## src/rtl/pe_out_drain.sv

```systemverilog
// pe_out_drain: buffers PE result pairs in a DEPTH-entry FIFO and serializes each pair as two words.
// Define PE_DRAIN_NAN_FLAG_EN to add the sticky io_nan_seen output.
module pe_out_drain #(
  parameter int DEPTH = 4
) (
  input  logic        clock,
  input  logic        reset,
  input  logic        io_in_valid,
  output logic        io_in_ready,
  input  logic [31:0] io_in_0,
  input  logic [31:0] io_in_1,
  input  logic        io_in_last,
  output logic        io_out_valid,
  input  logic        io_out_ready,
  output logic [31:0] io_out_bits,
  output logic        io_out_last,
  output logic [7:0]  io_count,
`ifdef PE_DRAIN_NAN_FLAG_EN
  output logic        io_nan_seen,
`endif
  output logic        io_busy
);

  localparam int DATA_W = 32;
  localparam int AW = (DEPTH > 1) ? $clog2(DEPTH) : 1;
  localparam logic [AW:0] FULL_OCC = (AW+1)'(DEPTH);
  localparam logic [AW:0] ONE_OCC  = (AW+1)'(1);

  localparam logic [1:0] IDLE  = 2'd0;
  localparam logic [1:0] SEND0 = 2'd1;
  localparam logic [1:0] SEND1 = 2'd2;

  logic [DATA_W-1:0] mem_0 [DEPTH];
  logic [DATA_W-1:0] mem_1 [DEPTH];
  logic              mem_last [DEPTH];

  logic [AW-1:0] wr_ptr;
  logic [AW-1:0] rd_ptr;
  logic [AW:0]   occ;
  logic [1:0]    state;
  logic [1:0]    state_nxt;
  logic [7:0]    count;
  logic          push;
  logic          pop;
  logic          out_hs;

  assign io_in_ready  = (occ != FULL_OCC);
  assign push         = io_in_valid && io_in_ready;
  assign io_out_valid = (state == SEND0) || (state == SEND1);
  assign out_hs       = io_out_valid && io_out_ready;
  assign pop          = (state == SEND1) && io_out_ready;
  assign io_busy      = (occ != '0);
  assign io_count     = count;

  // FIFO storage is data only and carries no reset; occupancy guards every read.
  always_ff @(posedge clock) begin
    if (push) begin
      mem_0[wr_ptr]    <= io_in_0;
      mem_1[wr_ptr]    <= io_in_1;
      mem_last[wr_ptr] <= io_in_last;
    end
  end

  // A push landing on the SEND1 pop edge counts as "another entry remains", so no bubble appears.
  always_comb begin
    state_nxt = state;
    case (state)
      IDLE:    if (occ != '0) state_nxt = SEND0;
      SEND0:   if (io_out_ready) state_nxt = SEND1;
      SEND1:   if (io_out_ready) state_nxt = ((occ > ONE_OCC) || push) ? SEND0 : IDLE;
      default: state_nxt = IDLE;
    endcase
  end

  always_comb begin
    io_out_bits = '0;
    io_out_last = 1'b0;
    case (state)
      SEND0: io_out_bits = mem_0[rd_ptr];
      SEND1: begin
        io_out_bits = mem_1[rd_ptr];
        io_out_last = mem_last[rd_ptr];
      end
      default: ;
    endcase
  end

  always_ff @(posedge clock or negedge reset) begin
    if (!reset) begin
      wr_ptr <= '0;
      rd_ptr <= '0;
      occ    <= '0;
      state  <= IDLE;
      count  <= '0;
    end else begin
      state <= state_nxt;
      if (push) begin
        wr_ptr <= wr_ptr + 1'b1;
        count  <= count + 8'd1;
      end
      if (pop) rd_ptr <= rd_ptr + 1'b1;
      case ({push, pop})
        2'b10:   occ <= occ + 1'b1;
        2'b01:   occ <= occ - 1'b1;
        default: ;
      endcase
    end
  end

`ifdef PE_DRAIN_NAN_FLAG_EN
  function automatic logic is_nan(input logic [DATA_W-1:0] w);
    return (&w[30:23]) && (|w[22:0]);
  endfunction

  logic nan_seen;
  assign io_nan_seen = nan_seen;

  always_ff @(posedge clock or negedge reset) begin
    if (!reset) begin
      nan_seen <= 1'b0;
    end else if (out_hs && is_nan(io_out_bits)) begin
      nan_seen <= 1'b1;
    end
  end
`else
  logic unused_out_hs;
  assign unused_out_hs = out_hs;
`endif

endmodule

```

## config.mk

```make
export PLATFORM = sky130hd
export DESIGN_NAME = pe_out_drain
export DESIGN_NICKNAME = d
export VERILOG_FILES = /design/src/rtl/pe_out_drain.sv
export SDC_FILE = /design/constraint.sdc
export NUM_CORES = 1
export LEC_CHECK = 0
export CORE_MARGIN = 2
export CORE_UTILIZATION = 25
export CTS_CLUSTER_DIAMETER = 150
export DETAILED_ROUTE_END_ITERATION = 12
export HOLD_SLACK_MARGIN = 0.02
export PLACE_DENSITY = 0.46
export SYNTH_ARGS = -nofsm -noshare
export SYNTH_HDL_FRONTEND = slang
export SYNTH_SLANG_ARGS = --single-unit
```

## constraint.sdc

```tcl
create_clock -name clock -period 5 [get_ports clock]
set_input_delay 1.5 -clock clock [delete_from_list [all_inputs] [get_ports clock]]
set_output_delay 1.5 -clock clock [all_outputs]
set_load 0.005 [all_outputs]
```

Word level (Yosys, flattened, before mapping):

Memories as Yosys holds them, arrays and structs flattened.
Cells that the tools add are included.
W data, S select, Z words.

* output and inout port bits: 44
* memories kept: 3
* register bits after elaboration: 17
* input bits: 69
* RAM bits: 260

* equal/unequal tests: 8
* add/sub/neg operators: 5
* reduce and logical (&&, ||, !) cells: 8
* mux-type cells: 10
* $lt $le $gt $ge: 1

Memory list
* mem_0: words 4, width 32, read ports 1, clocked after Yosys merged registers in 0, wr ports 1, line 33 `logic [DATA_W-1:0] mem_0 [DEPTH];`
* mem_1: words 4, width 32, read ports 1, clocked after Yosys merged registers in 0, wr ports 1, line 34 `logic [DATA_W-1:0] mem_1 [DEPTH];`
* mem_last: words 4, width 1, read ports 1, clocked after Yosys merged registers in 0, wr ports 1, line 35 `logic mem_last [DEPTH];`

Operators with widths (number)
* $pmux W32 S2: 1
* $add A8 B1 Y8 const B: 1
* $mux W2: 3
* $ne A2 B2 Y1 const B: 3
* $pmux W2 S3: 1
* $pmux W3 S2: 1
* $add A2 B1 Y2 const B: 2
* $eq A2 B1 Y1 const B: 2
* $eq A2 B2 Y1 const B: 2
* $mux W1: 4
* $add A3 B1 Y3 const B: 1
* $gt A3 B1 Y1 const B: 1
* $ne A3 B3 Y1 const B: 1
* $reduce_and A3 Y1: 1
* $reduce_bool A3 Y1: 1
* $sub A3 B1 Y3 const B: 1
* $logic_and A1 B1 Y1: 2
* $logic_not A2 Y1: 1
* $logic_or A1 B1 Y1: 2
* $reduce_bool A2 Y1: 1

Depth between registers and ports, before layout:

Gate-level depths: netlist of the first run.

* depth after elaboration: 6
* gate-level depth with buffers: 9
* gate-level depth less buffers: 8

Worst setup path after synthesis of the first run:

No wires, ideal clock.

* path type: input -> register
* start: input io_in_valid
* end: memory mem_0[0][0], enable pin
* path buffers: 1
* path slack: 0.906 ns
* stages on the path: 3
* arrival time: 3.664 ns
* library setup time: 0.430 ns
* cells stage by stage: a21boi_1 > buf_2 > and2_1

* word-level cells in the longest chain between the ends: 3

RTL lines
* from (decl): line 8 `input logic io_in_valid,`
* $logic_and A1 B1 Y1: line 48 `assign push = io_in_valid && io_in_ready;`
* $mux W1: line 57 `if (push) begin`
* $mux W1 (not written as such): line 58 `mem_0[wr_ptr] <= io_in_0;`
* to (decl): line 33

No other way between the ends.

Final worst setup path of the first run:

* start: register rd_ptr[0]
* end: output io_out_bits[11]

* word-level cells in the longest chain between the ends: 2
* elaborated cells between the ends (all ways): 3

RTL lines
* from (decl): line 38 `logic [AW-1:0] rd_ptr;`
* from (signal assigned): line 101 `if (pop) rd_ptr <= rd_ptr + 1'b1;`
* $mem_v2 Z4 W32 (on tied branches)
* $pmux W32 S2 *: line 78 `case (state)`
* to (decl): line 15 `output logic [31:0] io_out_bits,`

Every way passes the cells marked *; elsewhere a longest branch is shown, timed or not.

==> impl_results.md, run 1 <==
- Outcome: finished, final reports clean
- Synth async-reset ratio: 0.06137
- Die area: 44810 um2
- Syn Nets: 549
- Fin cells: 1169
- Synthesized area: 10780 um2
- Post-Syn Area per Cell: 23.14 um2
- Row count: 76
- Vias in the first global route: 5660
- Share of cells above drive strength 1: 0.1653
- Post-synth EDFFs: 260
- GR Overflow Total: 0
- Routed wire per std cell: 20.03 um
- Filler cell count: 4098
- Initial drt markers: 321
- Die X: 211.7 um
- Slew headroom: 0.4173
- Flop-to-flop setup slack: 2.66 ns
- Hold WC Path Type: reg2reg
- I/O pin count: 113
- Area delta synth->final: 25.95%
- FMAX: 226.8 MHz
- Inserted Clock Buffers: 31
- Unrepaired setup endpoints after global routing: false
- Final Hold Fails: 0
- Actual slew at the worst max-slew pin: 0.8714 ns
- Top-area cell type share of the netlist area: 0.7240
- # clock sinks: 277
- Die Ht: 211.7 um
- Worst r2r dst: mem_0[1][6]$_DFFE_PP_
- Req. time, crit path: 3.50 ns
- Max Cap Viol: 0
- Final min period: 4.410 ns
- Synth unique cells: 27
- DRT antenna net count: 0
- Warnings, synthesis: 0
- CP arrival: 2.91 ns
- Routability cong.: 0.6727
- Synth area leader: edfxtp_1
- # nets final: 681
- Top post-synthesis cells by area: edfxtp_1, mux4_2, mux4_1
- Root Driver: clkbuf_16
- Initial antenna violation count: 1
- DP HPWL: 13.85 mm
- GR Util All Layers: 0.1052
- Setup TNS: 0 ns
- First-pass GRT wire length: 34.99 mm
- Reg clk slew, reported paths: 0.06 ns
- Max IR drop VDD: 0.0002796 V
- Static Leak: 4.473 nW
- R2R cell count: 6
- Mapped Cells: 466
- Max Slew Vio Count: 0
- 1st-pass router iterations: 5
- Worst Path Max Fanout: 21
- Pwr Density: 568.0 nW/um2
- CP Capture Point: io_out_bits[11]
- CTS tree: built
- I/O Buffers: 112
- Post-DR vias/cell: 4.363
- Post-CTS sizing: 0
- Ant diodes: 0
- Starting Density: 0.2520
- DP Cell Count: 1111
- # DRC: 0
- Crit path kind: reg2out
- Core Area: 42790 um2
- # hold bufs at CTS: 0
- Post-CTS Setup Repair Bufs: 0
- Crit. Startpoint: rd_ptr[0]$_DFFE_PN0P_
- Most instantiated cells after synthesis: edfxtp_1, mux4_2, a22o_1
- Clk Latency, worst-skew pair: 0.56 ns
- Htree depth: 1
- Fin crit share: 0.8820
- Reg-to-Reg Start: occ[1]$_DFFE_PN0P_
- Yosys reg bits: 277
- Sequential area share after synthesis: 0.7634
- Routed WL: 23.41 mm
- Largest net degree at the start of global routing: 41
- Startpoint Class: register
- Via Count: 5100
- CP Capture Type: primary output
- # setup viols final: 0
- Cell with the most instances after synthesis: edfxtp_1
- Clock Path Buffers: 3
- Worst Skew: 0.01080 ns
- Main flop type after synthesis: edfxtp_1
worst max-delay path, stage by stage (launching register included):
cell,delay [ns]
dfrtp_4,0.57
buf_4,0.43
mux4_1,0.62
a22o_1,0.26
clkdlybuf4s50_1,0.45
cell type report:
| cell class | instances | area [um2] | area share |
|---|---|---|---|
| sequential | 277 | 8240 | 0.6067 |
| multi-input combinational | 157 | 2352 | 0.1732 |
| timing repair buffer | 123 | 1291 | 0.09506 |
| clock buffer | 37 | 798.3 | 0.05877 |
| tap | 546 | 683.2 | 0.05029 |
| clock inverter | 21 | 187.7 | 0.01382 |
| inverter | 8 | 30.03 | 0.002211 |
state kept, by name (all words and copies together), names as in the netlist:
signal and count:
mem_0 128, mem_1 128, io_count 8, mem_last 4, occ 3, rd_ptr 2, state 2, wr_ptr 2
worst min-delay path by stage:
stage                            startpoint                 endpoint  slack, ns  depth (start not counted)
floorplan           io_count[7]$_DFFE_PN0P_  io_count[7]$_DFFE_PN0P_       0.47                          1
global route        io_count[5]$_DFFE_PN0P_  io_count[5]$_DFFE_PN0P_       0.53                          1
detailed placement  io_count[5]$_DFFE_PN0P_  io_count[5]$_DFFE_PN0P_       0.50                          1
finish              io_count[7]$_DFFE_PN0P_  io_count[7]$_DFFE_PN0P_       0.50                          1
global placement    io_count[7]$_DFFE_PN0P_  io_count[7]$_DFFE_PN0P_       0.46                          1
CTS                 io_count[6]$_DFFE_PN0P_  io_count[6]$_DFFE_PN0P_       0.51                          1
per-layer routing:
| metal | up-vias | share of wire | global-route usage |
|---|---|---|---|
| li1 | 2246 | - | - |
| met5 | - | 0.00051 | 0 |
| met4 | 2 | 0.028 | 0.03011 |
| met3 | 43 | 0.052 | 0.02685 |
| met2 | 114 | 0.51 | 0.1908 |
| met1 | 2695 | 0.40 | 0.1223 |
placed cells by master, fill, tap and decap left out, types with 3 or more instances in the layout:
master,instances
and2_4,4
dfrtp_1,15
edfxtp_1,260
buf_12,7
inv_1,8
xnor2_1,10
clkinv_4,3
bufinv_16,3
clkdlybuf4s50_1,112
clkinv_2,5
clkbuf_16,31
nand4_1,4
buf_4,4
clkinv_1,8
mux4_1,27
ha_1,14
clkbuf_1,6
a22o_1,32
xor2_1,3
nand2_1,6
mux4_2,38
power breakdown:
part           internal (W)  total [W]  switching (W)
Combinational       0.00119    0.00226        0.00107
Clock               0.00129    0.00218       0.000891
Sequential          0.00307    0.00328       0.000210
Total               0.00555    0.00772        0.00217
per-stage QoR:
| step | total power, W | setup WS (ns) | area [um2] | utilization | hold WS (ns) |
|---|---|---|---|---|---|
| 2_1_floorplan | 0.004683 | 0.9062 | 10780 | - | 0.4683 |
| 3_3_place_gp | 0.005620 | 1.138 | 12600 | 0.2944 | 0.4603 |
| 3_5_place_dp | 0.005680 | 1.101 | 12600 | 0.2944 | 0.4951 |
| 4_1_cts | 0.007893 | 0.4795 | 13580 | 0.3174 | 0.5074 |
| 5_1_grt | 0.008125 | 0.3943 | 13580 | 0.3174 | 0.5277 |
| 6_report | 0.007716 | 0.5901 | 13580 | 0.3174 | 0.4960 |
cells by family (layout without fill, tap and decap cells):
logic type / Yosys count / in the layout / share of synthesized area
multiplexers: 69 / 69 / 0.1491
buffers and inverters: 32 / 189 / 0.01961
adder cells (fa/ha/maj): 14 / 14 / 0.01624
AND/OR/NAND/NOR: 23 / 23 / 0.01149
XOR/XNOR: 13 / 13 / 0.01056
AO/OA/AOI/OAI: 38 / 38 / 0.02959
flip-flops: 277 / 277 / 0.7634
Power figures use the tool's default switching activity.
==> inputs of run 2 (changes only) <==
Settings changed: HOLD_SLACK_MARGIN 0.02 to 0.1.
==> results of run 2 <==
No change in the layout: final DEF, timing and power equal those of run 1.
==> inputs of run 3 (changes only) <==
==> constraint.sdc (replaced) <==
create_clock -name clock -period 5 [get_ports clock]
set_input_delay 0.75 -clock clock [delete_from_list [all_inputs] [get_ports clock]]
set_output_delay 0.75 -clock clock [all_outputs]
set_load 0.005 [all_outputs]
==> run 3 against run 2 <==
Effect of this change:
- non-clock buffer count is 9 lower
- count of clock-buffer cells in the layout stayed put
- critical path depth stayed put
- global-route usage is 0.16 points lower
==> impl_results.md, run 3 (synthesized netlist as in run 1, its figures left out) <==
- Outcome: finished, final reports clean (unchanged)
- # clock sinks: 277 (unchanged)
- Clk Latency, worst-skew pair: 0.56 ns (about the same)
- Share of cells above drive strength 1: 0.1580 (was 0.1653)
- Die area: 44810 um2 (unchanged)
- DRT antenna net count: 0 (unchanged)
- Area delta synth->final: 24.63% (was 25.95%)
- Setup TNS: 0 ns (unchanged)
- Worst Skew: 0.009786 ns (was 0.01080 ns)
- Sw Share: 0.2812 (about the same)
- Worst Path Max Fanout: 39 (was 21)
- Max stage delay on crit path: 0.97 ns (was 0.62 ns)
- CP Capture Type: primary output (unchanged)
- First-pass GRT wire length: 34.52 mm (was 34.99 mm)
- Routed WL: 23.26 mm (was 23.41 mm)
- Static Leak: 4.401 nW (was 4.473 nW)
- P_sw: 0.002147 W (was 0.002170 W)
- # setup viols final: 0 (unchanged)
- Ant diodes: 0 (unchanged)
- Sequential cell area: 8240 um2 (unchanged)
- Slowest cell on the critical path: dfrtp_4 (was mux4_1)
- Post-DR vias/cell: 4.347 (was 4.363)
- # DRC: 0 (unchanged)
- Via Count: 5042 (was 5100)
- Slew headroom: 0.2073 (was 0.4173)
- Starting Density: 0.2520 (unchanged)
- Buf+Inv Stages, Crit Path: 2 (unchanged)
- Vias in the first global route: 5626 (was 5660)
- Initial antenna violation count: 2 (was 1)
- Critical path, cell by cell: buf_12, mux4_1, a22o_1, clkdlybuf4s50_1 (was buf_4, mux4_1, a22o_1, clkdlybuf4s50_1)
- CP arrival: 3.23 ns (was 2.91 ns)
- 1st-pass router iterations: 4 (was 5)
- Htree depth: 1 (unchanged)
- I/O pin count: 113 (unchanged)
- Inserted Clock Buffers: 31 (unchanged)
- Row count: 76 (unchanged)
- Flop pwr share: 0.449 (was 0.425)
- Post-CTS sizing: 0 (unchanged)
- # hold bufs at CTS: 0 (unchanged)
- Most frequent cells in the layout: edfxtp_1, clkdlybuf4s50_1, mux4_2, a22o_1, clkbuf_16 (unchanged)
- Root Driver: clkbuf_16 (unchanged)
- Unrepaired setup endpoints after global routing: false (unchanged)
- Largest net degree at the start of global routing: 67 (was 41)
- Clock power share: 0.286 (was 0.283)
- Core Area: 42790 um2 (unchanged)
- Initial drt markers: 195 (was 321)
- Leading cell type in the layout, fill and taps excluded: edfxtp_1 (unchanged)
- Clock Path Buffers: 3 (unchanged)
- Max Slew Vio Count: 0 (unchanged)
- Die X: 211.7 um (unchanged)
- Startpoint Class: register (unchanged)
- Routability cong.: 0.6246 (was 0.6727)
- Multi-input logic area: 2352 um2 (unchanged)
- FMAX: 251.5 MHz (was 226.8 MHz)
- Filler cell count: 4137 (was 4098)
- DP HPWL: 12.68 mm (was 13.85 mm)
- Tot Pwr: 0.007635 W (was 0.007716 W)
- Reg clk slew, reported paths: 0.06 ns (about the same)
- CTS tree: built (unchanged)
- I/O Buffers: 112 (unchanged)
- Top cell family by delay on the critical path: flip-flops (was buffers and inverters)
- Crit path kind: reg2out (unchanged)
- Max Cap Viol: 0 (unchanged)
- Actual slew at the worst max-slew pin: 1.189 ns (was 0.8714 ns)
- Combinational power share: 0.264 (was 0.292)
- # nets final: 672 (was 681)
- Post-CTS Setup Repair Bufs: 0 (unchanged)
- Pint: 0.005488 W (was 0.005546 W)
- Routed wire per std cell: 20.05 um (was 20.03 um)
- Die Ht: 211.7 um (unchanged)
- GR Util All Layers: 0.1036 (was 0.1052)
- GR Overflow Total: 0 (unchanged)
- Fin crit share: 0.7953 (was 0.8820)
- Hold WC Path Type: reg2reg (unchanged)
- Pwr Density: 568.1 nW/um2 (was 568.0 nW/um2)
- Max IR drop VDD: 0.0002692 V (was 0.0002796 V)
- Final Hold Fails: 0 (unchanged)
- Req. time, crit path: 4.25 ns (was 3.50 ns)
- Final min period: 3.976 ns (was 4.410 ns)
## run 3: changes by cell type in the layout (fill, tap and decap cells not counted)
cell	before	now
buf_12	7	1
buf_4	4	1
clkinv_1	8	5
clkinv_2	5	8
clkinv_4	3	0
clkinvlp_4	1	4
## run 3: routing by layer
metal  share of wire  up-vias  track usage
met5          0.0012        -            0
met1            0.40     2657       0.1224
met2            0.52      107       0.1869
met4           0.027        4      0.03011
li1                -     2232            -
met3           0.050       42      0.02448
## run 3: worst reg2reg max path, delay by kind of cell, from the launching register on
family / cells / cell delay (ns)
AOI/OAI and AO/OA: 1 / 0.15
adders and majority gates: 1 / 0.23
buffers and inverters: 2 / 0.31
DFF: 1 / 0.39
and+or+nand+nor: 1 / 0.87
## run 3: final timing paths
| path | start | to | slack, ns | cells past startpoint |
|---|---|---|---|---|
| max | rd_ptr[0]$_DFFE_PN0P_ | io_out_bits[23] | 1.02 | 4 |
| min | io_count[7]$_DFFE_PN0P_ | io_count[7]$_DFFE_PN0P_ | 0.50 | 1 |
| max reg2reg | occ[0]$_DFFE_PN0P_ | mem_0[0][9]$_DFFE_PP_ | 2.51 | 5 |
| min reg2reg | io_count[7]$_DFFE_PN0P_ | io_count[7]$_DFFE_PN0P_ | 0.50 | 1 |
| max in group asynchronous | reset | rd_ptr[1]$_DFFE_PN0P_ | 3.68 | 1 |
| min in group asynchronous | reset | io_count[1]$_DFFE_PN0P_ | 0.68 | 1 |
## run 3: metrics by stage
stage / cells / utilization / setup WS [ns] / area [um2] / hold WS, ns
detailed placement: 1102 / 0.2911 / 1.536 / 12450 / 0.4994
global placement: 1102 / 0.2911 / 1.532 / 12450 / 0.4657
CTS: 1160 / 0.3141 / 0.9035 / 13440 / 0.5116
global route: 1160 / 0.3141 / 0.8160 / 13440 / 0.5338
floorplan: 466 / - / 1.656 / 10780 / 0.4544
finish: 1160 / 0.3141 / 1.024 / 13440 / 0.4969
## run 3: cell type report
| class | instances | share of cell area |
|---|---|---|
| multi-input cells | 157 | 0.1750 |
| well taps | 546 | 0.05083 |
| flip-flops and latches | 277 | 0.6131 |
| clock inverters | 21 | 0.01396 |
| clock buffers | 37 | 0.05939 |
| inverters | 8 | 0.002234 |
| repair buffers | 114 | 0.08546 |
## run 3: power groups by stage
| stage | clock, W | combinational, W | sequential, W |
|---|---|---|---|
| 2_1_floorplan | 0 | 0.00145 | 0.00323 |
| 3_3_place_gp | 0 | 0.00205 | 0.00347 |
| 3_5_place_dp | 0 | 0.00208 | 0.00350 |
| 4_1_cts | 0.00227 | 0.00209 | 0.00346 |
| 5_1_grt | 0.00234 | 0.00219 | 0.00350 |
| 6_report | 0.00219 | 0.00202 | 0.00343 |
